**config.mk**
```make
export PLATFORM = sky130hd
export DESIGN_NAME = commit_cu
export DESIGN_NICKNAME = d
export VERILOG_FILES = /design/src/rtl/commit_cu.sv
export SDC_FILE = /design/constraint.sdc
export NUM_CORES = 1
export LEC_CHECK = 0
export ABC_AREA = 1
export CAP_MARGIN = 40
export CORE_UTILIZATION = 31
export DETAILED_ROUTE_END_ITERATION = 8
export GPL_TIMING_DRIVEN = 1
export PLACE_DENSITY = 0.64
export SYNTH_ARGS = -nofsm -noshare
export SYNTH_HDL_FRONTEND = slang
export SYNTH_SLANG_ARGS = --single-unit
```
**constraint.sdc**
```tcl
create_clock -name clk_i -period 2.15 [get_ports clk_i]
set_clock_uncertainty 0.1 [all_clocks]
set_input_delay 0.215 -clock clk_i [delete_from_list [all_inputs] [get_ports clk_i]]
set_output_delay 0.215 -clock clk_i [all_outputs]
set_load 0.01 [all_outputs]
```
**src/rtl/commit_cu.sv**
```systemverilog
// In-order commit stage. It retires the ROB head to the RF and register status, releases stores,
// counts retirements, and turns mispredicts and exceptions into a one-cycle flush with a redirect.
package commit_cu_pkg;
  localparam int XLEN        = 32;
  localparam int REG_IDX_LEN = 5;
  localparam int ROB_IDX_W   = 4;
  localparam int EXCEPT_W    = 4;

  typedef logic [ROB_IDX_W-1:0] rob_idx_t;
  typedef logic [EXCEPT_W-1:0]  except_t;

  typedef struct packed {
    logic                   res_ready;
    logic [XLEN-1:0]        res_value;
    logic [REG_IDX_LEN-1:0] rd_idx;
    logic                   rd_upd;
    logic                   is_store;
    logic                   is_jump;
    logic                   mispredicted;
    logic [XLEN-1:0]        target;
    logic                   except_raised;
    except_t                except_code;
    logic [XLEN-1:0]        instr_pc;
  } rob_entry_t;
endpackage

module commit_cu
  import commit_cu_pkg::*;
#(
  parameter logic [XLEN-1:0] MTVEC_ADDR = 32'h0000_0100,
  parameter int              INSTRET_W  = 64
) (
  input  logic                   clk_i,
  input  logic                   rst_i,
  input  logic                   comm_valid_i,
  output logic                   comm_ready_o,
  input  rob_entry_t             comm_data_i,
  input  rob_idx_t               comm_head_idx_i,
  output logic                   rf_we_o,
  output logic [REG_IDX_LEN-1:0] rf_idx_o,
  output logic [XLEN-1:0]        rf_data_o,
  output logic                   rs_clr_o,
  output rob_idx_t               rs_rob_idx_o,
  output logic                   sb_valid_o,
  input  logic                   sb_ready_i,
  output logic                   flush_o,
  output logic                   fe_redirect_o,
  output logic [XLEN-1:0]        fe_pc_o,
  output logic                   trap_o,
  output except_t                trap_cause_o,
  output logic [XLEN-1:0]        trap_pc_o,
  output logic [INSTRET_W-1:0]   instret_o
);

  typedef enum logic [1:0] {S_COMMIT, S_MISPRED, S_TRAP} state_t;

  state_t          state, state_nxt;
  logic [XLEN-1:0] target_q;
  logic            ready_head, pop;
  logic            take_trap, take_mispred;

  assign ready_head = comm_valid_i & comm_data_i.res_ready;
  assign pop        = comm_valid_i & comm_ready_o;

  // Outputs are gated by rst_i so a reset during S_TRAP/S_MISPRED emits no pulse.
  always_comb begin
    state_nxt     = state;
    comm_ready_o  = 1'b0;
    rf_we_o       = 1'b0;
    rf_idx_o      = '0;
    rf_data_o     = '0;
    rs_clr_o      = 1'b0;
    rs_rob_idx_o  = '0;
    sb_valid_o    = 1'b0;
    flush_o       = 1'b0;
    fe_redirect_o = 1'b0;
    fe_pc_o       = '0;
    trap_o        = 1'b0;
    take_trap     = 1'b0;
    take_mispred  = 1'b0;
    if (!rst_i) begin
      case (state)
        S_COMMIT: if (ready_head) begin
          if (comm_data_i.except_raised) begin
            take_trap = 1'b1;
            state_nxt = S_TRAP;
          end else if (comm_data_i.is_store) begin
            sb_valid_o   = 1'b1;
            comm_ready_o = sb_ready_i;
          end else begin
            comm_ready_o = 1'b1;
            rf_we_o      = comm_data_i.rd_upd & (comm_data_i.rd_idx != '0);
            rf_idx_o     = comm_data_i.rd_idx;
            rf_data_o    = comm_data_i.res_value;
            rs_clr_o     = comm_data_i.rd_upd;
            rs_rob_idx_o = comm_head_idx_i;
            if (comm_data_i.is_jump & comm_data_i.mispredicted) begin
              take_mispred = 1'b1;
              state_nxt    = S_MISPRED;
            end
          end
        end
        S_MISPRED: begin
          flush_o       = 1'b1;
          fe_redirect_o = 1'b1;
          fe_pc_o       = target_q;
          state_nxt     = S_COMMIT;
        end
        S_TRAP: begin
          flush_o       = 1'b1;
          trap_o        = 1'b1;
          fe_redirect_o = 1'b1;
          fe_pc_o       = MTVEC_ADDR;
          state_nxt     = S_COMMIT;
        end
        default: state_nxt = S_COMMIT;
      endcase
    end
  end

  always_ff @(posedge clk_i) begin
    if (rst_i) begin
      state        <= S_COMMIT;
      target_q     <= '0;
      trap_cause_o <= '0;
      trap_pc_o    <= '0;
      instret_o    <= '0;
    end else begin
      state <= state_nxt;
      if (pop)          instret_o <= instret_o + INSTRET_W'(1);
      if (take_mispred) target_q  <= comm_data_i.target;
      if (take_trap) begin
        trap_cause_o <= comm_data_i.except_code;
        trap_pc_o    <= comm_data_i.instr_pc;
      end
    end
  end

endmodule
```
==> reports/results.ini <==
[outcome]
status = completed

[drt]
postRouteAntennaNets = 0
routed_wl_mm = 25.7
viasPerCell = 4.70
first_pass_iters = 5
drt_iter0_drc = 522
wl_per_cell_um = 15.1
dr_wl_met2_mm = 12.5
top_layer = met4
dr_wl_met3_mm = 1.63
vias = 8022
drc = 0
drt-met1-wl_mm = 11.0

[critical_path]
endpoint_kind = primary output
cp_top_family = buffers and inverters
worstSetupPathType = reg2out
crit_slowest_cell = dfxtp_2
crit_top_cell = nand2_4
critPathBufInv = 3
cp_max_fo = 11
cp.required_ps = 1840
cp.arrival_ps = 1740
cp-start-kind = register
max_stage_delay_ps = 330
cp_cell_sequence = inv_2 > ha_4 > nand2_4 > nor2_4 > nand2_4 > clkbuf_16 > nor2_1 > buf_2

[sta]
worst_pin_slew_ps = 797
setup_violations = 0
max_freq_mhz = 485
max_slew_margin_pct = 46.8
rsz0062_at_grt = true
drv_slew = 0
whs_ps = 94.3
hold_viol = 0
worst_slack_ps = 90.1
min_period_ps = 2060
period_share_pct = 95.8

[cells_and_area]
fillCellCount = 2243
layout.nets = 1535
design_area_sq_mm = 0.0109
stdcell_count = 1705
area_growth_pct = 53.9
drive_gt1_share_pct = 13.4
diodes = 0

[synthesis]
syn_avg_cell_area_sq_um = 6.45
yosys_register_bits = 134
synth-main-ff-cell = dfxtp_1
yosysWarnings = 0
synth.cell_area_sq_mm = 0.00709
synth-edff-count = 0
synth_cell_types = 38
seq_area_frac_synth_pct = 37.8
syn_inst = 1099
synth-async-reset-ratio_pct = 0
synth.net_count = 1222

[pwr]
p_sw_share_pct = 26.1
powerDensity_mw_per_mm2 = 543
p_comb_share_pct = 8.7
power.switching_w = 0.00154
irDropWorstVdd_v = 0.000548
power.total_w = 0.00592
cellLeakagePower_nw = 4.41
internal-power_w = 0.00438
sequentialPowerShare_pct = 42.4
pwr-share-clk_pct = 48.9

[grt]
grt_pass1_vias = 7180
grt_max_degree = 78
grt_pass1_wl_mm = 39.6
grt_overflow_total = 0
grt.total_usage_pct = 21.6
antenna_found_initial = 0

[run]
maxCapViolCount = 0

[clock_network]
cts.sinks = 134
cts_tree = done
clk_path_buf_depth = 2
postCtsHoldBufs = 0
htreeDepth = 4
clockRootBuffer = clkbuf_16
clkSlewWorstSetupHoldPaths_ps = 60
cts_buffers = 17
insertion_delay_ps = 430

[floorplanning]
coreArea_sq_mm = 0.0221
die_h_um = 153
initial_core_util_pct = 32.1
dieWidth_um = 153
boundaryPins = 299
placement_rows = 54
die_area_sq_mm = 0.0235

[placement]
dpl_cell_area_sq_mm = 0.0105
routabilityCongestion = 0.866
dp_cells = 1669
port_buffers = 298
place_ws_ps = -195
dp_hpwl_mm = 19.4

[hold_path]
worst_hold_path_type = in2reg

==> cell usage in the layout, fill, tap and decap left out, types with 3 or more instances in the layout <==
master           synthesis  layout
a21oi_1                 95      95
buf_12                   0       4
buf_2                   13      33
buf_4                    1      34
clkbuf_16                0      19
clkbuf_2                 2      32
clkdlybuf4s15_1          0       6
clkdlybuf4s50_1          0     217
dfxtp_1                134     133
dlygate4sd2_1            0       8
ha_1                     4       3
inv_1                  162     159
inv_2                    2       5
inv_6                    0       5
inv_8                    0       8
nand2_1                204     203
nand2_2                  4       4
nand2_4                  2       3
nand3_1                 88      88
nand3_2                  6       5
nand4_1                 16      16
nor2_1                 194     192
nor2_2                  13      15
nor2_4                   8       8
nor3_1                  40      38
nor3_2                   2       4
o21ai_0                 49      49
xor2_1                  10      10
==> final cells by class <==
class / count / area (sq um) / share of cell area (%)
Inverter: 165 / 622 / 5.70
Sequential cell: 134 / 2680 / 24.6
Multi-Input combinational cell: 754 / 3610 / 33.1
Tap cell: 280 / 350 / 3.21
Timing Repair Buffer: 340 / 3060 / 28.0
Clock buffer: 18 / 439 / 4.02
Clock inverter: 14 / 143 / 1.31
==> worst paths after layout <==
path / from / end / slack [ps] / cells after the start
max: state[1]$_SDFFE_PP0P_ / rf_data_o[3] / 90 / 8
min: rst_i / state[1]$_SDFFE_PP0P_ / 90 / 4
max reg2reg: state[1]$_SDFFE_PP0P_ / instret_o[47]$_SDFFE_PP0P_ / 140 / 12
min reg2reg: target_q[21]$_SDFFE_PP0P_ / target_q[21]$_SDFFE_PP0P_ / 360 / 2
==> cell families (layout without fill, tap and decap cells) <==
| kind of cell | Yosys count | in the layout | share of synthesized area (%) |
|---|---|---|---|
| and+or+nand+nor | 586 | 586 | 37.1 |
| buffers and inverters | 211 | 537 | 11.9 |
| AOI/OAI and AO/OA | 154 | 154 | 11.2 |
| DFF | 134 | 134 | 37.8 |
| xor gates and xnor gates | 10 | 10 | 1.24 |
| adders and majority gates | 4 | 4 | 0.706 |
==> synth_stat cells (4+ instances only) <==
cell	number	area share, %
nand2_1	204	11
nor3_1	40	2.8
inv_1	162	8.6
dfxtp_1	134	38
o21ai_0	49	3.5
ha_1	4	0.71
a21oi_1	95	6.7
nand2_2	4	0.35
clkbuf_1	26	1.4
nor2_2	13	1.1
nor2_1	194	10
xor2_1	10	1.2
nor2_4	8	1.3
nand3_2	6	0.85
nand3_1	88	6.2
buf_2	13	0.92
nand4_1	16	1.4
==> power by group through the flow <==
stage          logic (W)  registers [W]  clock network, W
3_3_place_gp    0.000512        0.00257                 0
5_1_grt         0.000558        0.00251           0.00308
3_5_place_dp    0.000514        0.00257                 0
6_report        0.000514        0.00251           0.00290
2_1_floorplan   0.000178        0.00257                 0
4_1_cts         0.000515        0.00251           0.00297
==> worst reg2reg max path, stage by stage (launching register included) <==
cell and delay [ps]:
dfxtp_2 330, inv_2 70, ha_4 150, inv_1 60, nor2_4 70, nand2_2 90, nor2_8 210, buf_4 190
nand3_2 180, nor2_4 230, nand3_1 110, nand2_1 80, nor2_1 50
==> metrics by stage <==
| step | util [%] | setup TNS, ps |
|---|---|---|
| global placement | 47.6 | -7120 |
| floorplan | - | 0 |
| global route | 49.4 | -3.14 |
| finish | 49.4 | 0 |
| CTS | 50.2 | -620 |
| detailed placement | 47.6 | -7340 |
==> routing by layer <==
layer  vias to the layer above  track usage, %
li1                       4106               -
met1                      3615            25.9
met2                       264            37.4
met3                        37            4.93
met4                         0            7.74
met5                         -               0
==> what timing repair did <==
action | CTS | global route
gates resized for setup | 180 | 98
pin swaps | 0 | 1
setup endpoints to repair | 79 | 115
cloned | 0 | 2
endpoints found under the hold margin | 0 | 0
buffers inserted | 2 | 1
==> sequential cells by signal, summed over array words and instances (netlist names) <==
signal	count
state	2
trap_pc_o	32
instret_o	64
trap_cause_o	4
target_q	32
No activity file was read; power rests on OpenSTA's default activity.
